===== config.mk =====
export PLATFORM = sky130hd
export DESIGN_NAME = button_debounce
export DESIGN_NICKNAME = d
export VERILOG_FILES = /design/src/rtl/button_debounce.sv
export SDC_FILE = /design/constraint.sdc
export NUM_CORES = 1
export LEC_CHECK = 0
export CELL_PAD_IN_SITES_DETAIL_PLACEMENT = 2
export CELL_PAD_IN_SITES_GLOBAL_PLACEMENT = 2
export CORE_MARGIN = 3
export CORE_UTILIZATION = 41
export CTS_CLUSTER_SIZE = 30
export DETAILED_ROUTE_END_ITERATION = 16
export PLACE_DENSITY_LB_ADDON = 0.1
export SYNTH_ARGS = -nofsm -noshare
export SYNTH_HDL_FRONTEND = slang
export SYNTH_SLANG_ARGS = --single-unit
export TNS_END_PERCENT = 20

===== constraint.sdc =====
create_clock -name clk_tcxo -period 4.98 [get_ports clk_tcxo]
set_input_delay 0.996 -clock clk_tcxo [delete_from_list [all_inputs] [get_ports clk_tcxo]]
set_output_delay 0.996 -clock clk_tcxo [all_outputs]
set_load 0.05 [all_outputs]

===== src/rtl/button_debounce.sv =====
// Pushbutton conditioner: 2-flop sync, debounce FSM, press/release/long pulses.
// Long-press counter built only with BUTTON_DEBOUNCE_LONG_PRESS_EN defined.
module button_debounce #(
  parameter int ACTIVE_LOW      = 1,
  parameter int DEBOUNCE_CYCLES = 388800,
  parameter int CNT_W           = 20,
  parameter int LONG_CYCLES     = 38880000,
  parameter int LONG_W          = 26
) (
  input  logic clk_tcxo,
  input  logic rst_n,
  input  logic btn_in,
  output logic level,
  output logic press,
  output logic release_pulse,
  output logic long_press
);

  typedef enum logic [1:0] {
    S_RELEASED,
    S_ARMING,
    S_PRESSED,
    S_DISARMING
  } state_e;

  localparam logic IDLE_LVL = (ACTIVE_LOW != 0);
  localparam logic [CNT_W-1:0] CNT_LAST = CNT_W'(DEBOUNCE_CYCLES - 1);

  if (DEBOUNCE_CYCLES < 2 ||
      DEBOUNCE_CYCLES >= (1 << CNT_W) ||
      LONG_CYCLES >= (1 << LONG_W)) begin : g_param_err
    $error("button_debounce: illegal parameters");
  end

  logic [1:0]       sync_q;
  state_e           state_q, state_d;
  logic [CNT_W-1:0] cnt_q, cnt_d;
  logic             level_q, level_d;
  logic             press_q, press_d;
  logic             rel_q, rel_d;
  logic             act;

  assign act = sync_q[1] ^ IDLE_LVL;

  always_comb begin
    state_d = state_q;
    cnt_d   = cnt_q;
    level_d = level_q;
    press_d = 1'b0;
    rel_d   = 1'b0;
    unique case (state_q)
      S_RELEASED: begin
        if (act) begin
          state_d = S_ARMING;
          cnt_d   = '0;
        end
      end
      S_ARMING: begin
        if (!act) begin
          state_d = S_RELEASED;
        end else if (cnt_q == CNT_LAST) begin
          state_d = S_PRESSED;
          level_d = 1'b1;
          press_d = 1'b1;
        end else begin
          cnt_d = cnt_q + CNT_W'(1);
        end
      end
      S_PRESSED: begin
        if (!act) begin
          state_d = S_DISARMING;
          cnt_d   = '0;
        end
      end
      S_DISARMING: begin
        if (act) begin
          state_d = S_PRESSED;
        end else if (cnt_q == CNT_LAST) begin
          state_d = S_RELEASED;
          level_d = 1'b0;
          rel_d   = 1'b1;
        end else begin
          cnt_d = cnt_q + CNT_W'(1);
        end
      end
      default: state_d = S_RELEASED;
    endcase
  end

  always_ff @(posedge clk_tcxo or negedge rst_n) begin
    if (!rst_n) begin
      sync_q  <= {2{IDLE_LVL}};
      state_q <= S_RELEASED;
      cnt_q   <= '0;
      level_q <= 1'b0;
      press_q <= 1'b0;
      rel_q   <= 1'b0;
    end else begin
      sync_q  <= {sync_q[0], btn_in};
      state_q <= state_d;
      cnt_q   <= cnt_d;
      level_q <= level_d;
      press_q <= press_d;
      rel_q   <= rel_d;
    end
  end

  assign level         = level_q;
  assign press         = press_q;
  assign release_pulse = rel_q;

`ifdef BUTTON_DEBOUNCE_LONG_PRESS_EN
  localparam logic [LONG_W-1:0] LONG_LAST = LONG_W'(LONG_CYCLES - 1);
  localparam logic [LONG_W-1:0] LONG_SAT  = LONG_W'(LONG_CYCLES);

  logic [LONG_W-1:0] lcnt_q, lcnt_d;
  logic              long_q, long_d;

  // Parks at LONG_CYCLES so only one pulse fires per press.
  always_comb begin
    lcnt_d = lcnt_q;
    long_d = 1'b0;
    if (press_d) begin
      lcnt_d = '0;
    end else if (state_q == S_PRESSED) begin
      long_d = (lcnt_q == LONG_LAST);
      if (lcnt_q != LONG_SAT) begin
        lcnt_d = lcnt_q + LONG_W'(1);
      end
    end
  end

  always_ff @(posedge clk_tcxo or negedge rst_n) begin
    if (!rst_n) begin
      lcnt_q <= '0;
      long_q <= 1'b0;
    end else begin
      lcnt_q <= lcnt_d;
      long_q <= long_d;
    end
  end

  assign long_press = long_q;
`else
  assign long_press = 1'b0;
`endif

endmodule


# Yosys cells after proc, flatten, opt, wreduce, memory -nomap -nowiden
# Cells that the tools add are included.
# W data, S select, Z words.
[op_classes]
n_reduce_logical = 5
add_sub_neg = 1
n_eq_ne = 12
n_mux = 23
[op_table]
columns = ["operator", "n"]
rows = [
  ["$mux W20", 5],
  ["$pmux W20 S4", 1],
  ["$add A20 B1 Y20 const B", 1],
  ["$eq A20 B19 Y1 const B", 1],
  ["$mux W2", 6],
  ["$ne A2 B2 Y1 const B", 6],
  ["$mux W1", 9],
  ["$pmux W2 S4", 1],
  ["$reduce_and A4 Y1", 2],
  ["$ne A3 B3 Y1 const B", 2],
  ["$reduce_and A5 Y1", 1],
  ["$eq A2 B2 Y1 const B", 2],
  ["$eq A2 B1 Y1 const B", 1],
  ["$logic_not A2 Y1", 1],
  ["$pmux W1 S2", 1],
  ["$reduce_bool A2 Y1", 1],
]
[totals]
input_bits = 3
elab_cells = 47
register_bits = 27
output_inout_bits = 4

# Longest topological paths before layout
[depth]
ltp_word = 4
mapped_depth = 7
mapped_depth_nobuf = 6

# Worst setup path before layout
# OpenSTA, ideal clock, no wires.
[synth_path]
kind = "reg2reg"
start = "register cnt_q[0]"
end = "register cnt_q[14]"
required_time_ns = 4.911
setup_slack_ns = 3.214
setup_time_ns = 0.069
arrival_ns = 1.697
n_path_buf = 0
synth_period_minus_slack_ns = 1.766
stages_incl_launch_ff = 7
cell_sequence = "dfrtp_1 -> ha_1 -> nand4_2 -> nor4_2 -> nand3_1 -> or4_1 -> nand3_1"
[synth_via]
elab_chain_len = 4
word_cells_on_any_way = 6
cone_classes = "1 x add/sub; 1 x eq/ne; 4 x mux"
[synth_lines]
columns = ["item", "line_no", "rtl"]
rows = [
  ["start, declared", "37", "logic [CNT_W-1:0] cnt_q, cnt_d;"],
  ["start signal, assigned", "101", "cnt_q <= cnt_d;"],
  ["$add A20 B1 Y20 or $eq A20 B19 Y1 (tied branches)", "--", ""],
  ["$mux W20 (*)", "61, 78", ""],
  ["$mux W20 (on tied branches)", "76, 59", ""],
  ["$pmux W20 S4 (*)", "51", "unique case (state_q)"],
]
# Every way passes the cells marked *; elsewhere a longest branch is shown, timed or not. The select of a mux whose other input is x is not followed.
# A chain may end at the register's enable or synchronous reset.

# Final worst setup path
[layout_path]
start = "register level_q, in the netlist level"
end = "output port level"
[layout_lines]
columns = ["item", "line_no", "rtl"]
rows = [
  ["start, declared", "38", "logic level_q, level_d;"],
  ["start signal, assigned", "102", "level_q <= level_d;"],
  ["end, declared", "13", "output logic level,"],
]
# No word-level cell between the ends.

==> key figures <==
Place
  – DP Area: about 1600 um2
  – Placer Congestion: about 0.73
  – Port-buffer cells: 5
  – DP Wirelength: around 2700 um

Pwr
  – Pleak: approximately 0.67 nW
  – Pwr dens: ~250 nW/um2
  – Peak VDD IR: 107 uV
  – Pwr Total: roughly 0.4 mW

Yosys
  – Cell area after synthesis: about 1600 um2
  – Syn avg cell area: a little over 9 um2
  – Yosys reg bits: 27
  – Fraction of registers with async set/reset: 1.00
  – Gate Count Post-Synth: around 170
  – Ys flop type: dfrtp_1
  – EDFF count, synth: 0
  – Netlist cell types: 43
  – Synth Net Count: 170
  – Area leader, netlist: dfrtp_1
  – Dominant cells by area after synthesis: dfrtp_1 40%, nand3_1 8.4%, nand2_1 5.8%
  – Sequential fraction of the synthesis area: 0.437
  – Area share of the largest cell type after synthesis: 0.403
  – Synth warnings: 0

Worst setup path
  – Crit path cell chain: clkdlybuf4s50_1
  – Critical path's slowest cell: clkdlybuf4s50_1
  – CP bufs+invs: 1
  – Crit path max-delay family: buffers and inverters
  – WP data required: roughly 4.0 ns
  – Critical path peak fanout: 3
  – Setup Crit Path Kind: flop to primary output
  – Worst setup SP type: flop
  – CP Data Arrival Time: roughly 1.5 ns
  – R2r setup slk: ~2.7 ns
  – Max incr delay on CP: slightly above 0.8 ns
  – CP Capture Type: primary output

Layout
  – Fill count: between 300 and 400
  – Area delta synth->final: 4.19%
  – Diodes inserted: 0
  – Finished Cell Area: about 1600 um2
  – Layout cell share with drive strength beyond 1: 0.114
  – Fin nets: 171

STA
  – RSZ-0062 raised after global routing: no
  – Final Hold Violating Endpoints: 0
  – Fin Clk Skew: slightly below 0.007 ns
  – Setup_tns: 0 ns
  – Hold_ws: about 0.37 ns
  – Period utilization: 0.499
  – Highest clock rate: between 400 and 500 MHz
  – Endpoints failing setup: 0
  – Worst-margin pin slew: 0.599 ns
  – Final Critical Period: 2.49 ns
  – Pins over their slew limit: 0
  – Rel. slew slack: 0.600

Drt
  – Drt wl/cell: roughly 20 um
  – Via density: ~6
  – Final ANT Viol Nets: 0
  – # DRC: 0
  – Vias after detailed routing: roughly 1300
  – Aggregate routed wire length: around 4200 um
  – Iteration-0 DRC count of the detailed router: 49
  – DR pass1 iterations: 4

Die
  – Die H: 67.5 um
  – I/O pin cnt: 7
  – Die width: 67.5 um
  – Total core area: ~3500 um2
  – Die area: 4560 um2
  – Site Rows: 21
  – Initial Util: 0.444

Clocking
  – Max clock buf depth: 2
  – TritonCTS buffer count: 3
  – # resized after CTS: 0
  – Setup bufs post-CTS: 0
  – Worst-skew pair later-pin latency: ~0.28 ns
  – H-tree depth: 1
  – CTS Root Cell: clkbuf_8
  – CTS tree: yes
  – Clk pin slew, worst setup/hold paths: ~0.10 ns
  – CTS sink count: 27
  – Post-CTS Hold Buffers: 0

Global route
  – Initial antenna violation count: 0
  – First-pass GRT wire length: around 7100 um
  – Vias in the first global route: 1421
  – Largest net degree at the start of global routing: 28
  – Global Route Usage Sum: 0.208
  – Grt ovf: 0

Outcome
  – Outcome: completed

Run
  – Max cap viols: 0

Hold path
  – Hold WC Path Type: flop to flop
-- synth_stat cells, drive strengths merged, types with 2 or more instances --
cell     n
nand3   26
dfrtp   25
nand4    5
a21oi    3
o21ai    9
inv      4
clkbuf   4
nor4b    2
dfstp    2
or3      2
nor2    10
or4      6
nor4     5
buf      7
a31oi    2
nor3     6
nand2   24
mux2i    5
and2     2
-- metrics by stage --
step	setup WS, ns	utilization	std cells
after floorplan	3.21	-	166
after global placement	2.80	0.449	208
after detailed placement	2.68	0.449	208
after CTS	2.48	0.463	212
after global routing	2.45	0.463	212
final	2.49	0.463	212
-- sequential cells by signal, summed over array words and instances (netlist names), named ones only --
name           flops
press              1
release_pulse      1
state_q            1
sync_q             2
level              1
cnt_q             20
-- logic make-up (layout without fill, tap and decap cells) --
kind of cell | count (synthesis) | in the layout | share of synthesized area
simple gates | 93 | 93 | 0.337
flops | 27 | 27 | 0.437
compound gates | 22 | 22 | 0.0886
buf+inv | 16 | 16 | 0.0894
mux | 5 | 5 | 0.0322
fa+ha+maj | 1 | 1 | 0.00806
other cells | 1 | 1 | 0.00242
xor+xnor | 1 | 1 | 0.00564
-- metal layers --
layer | up-vias | global-route usage | share of wire
met5 | - | 0 | 0
met4 | 0 | 0.0962 | 0.014
met3 | 6 | 0.0333 | 0.016
met2 | 11 | 0.356 | 0.51
met1 | 663 | 0.255 | 0.46
li1 | 596 | - | -
-- power breakdown --
group	switching (mW)	total [mW]	internal, mW	leakage (nW)
sequential	0.0150	0.243	0.228	0.365
combinational	0.0205	0.0319	0.0114	0.280
clock	0.0759	0.133	0.0570	0.0217
total	0.111	0.407	0.296	0.667
-- layout make-up --
class	instances	area [um2]	area share
clock buffer	3	41.3	0.0255
clock inverter	1	7.51	0.00464
inverter	5	32.5	0.0201
multi-input combinational	123	736	0.455
sequential	27	678	0.419
tap	46	57.6	0.0356
timing repair buffer	7	65.1	0.0402
-- path summary, 6_finish.rpt --
path / start / to / cells after the start
min in group asynchronous: rst_n / cnt_q[12] / 2
max: level / level / 1
max in group asynchronous: rst_n / sync_q[1] / 2
max reg2reg: cnt_q[0] / cnt_q[16] / 6
min reg2reg: sync_q[0] / sync_q[1] / 0
min: sync_q[0] / sync_q[1] / 0
-- cell usage in the layout, fill, tap and decap left out, drive strengths merged --
cell / instances
and3: 1
a22o: 1
a21oi: 3
nand3: 26
nor2: 10
clkbuf: 3
ha: 1
buf: 2
a31oi: 2
o21ai: 9
a21o: 1
or3: 2
dfstp: 2
bufinv: 1
inv: 4
and2: 2
nand4b: 1
clkdlybuf4s50: 5
mux2i: 5
nor3: 6
a211o: 1
a31o: 1
or2: 1
o22ai: 1
o211ai: 1
nand2b: 1
nor4: 5
and4: 1
clkinvlp: 1
dfrtp: 25
conb: 1
nor4b: 2
a2bb2oi: 1
nand4: 5
o41ai: 1
xor2: 1
or4: 6
nand2: 24
Note: power is estimated with default switching activity, not from simulation.
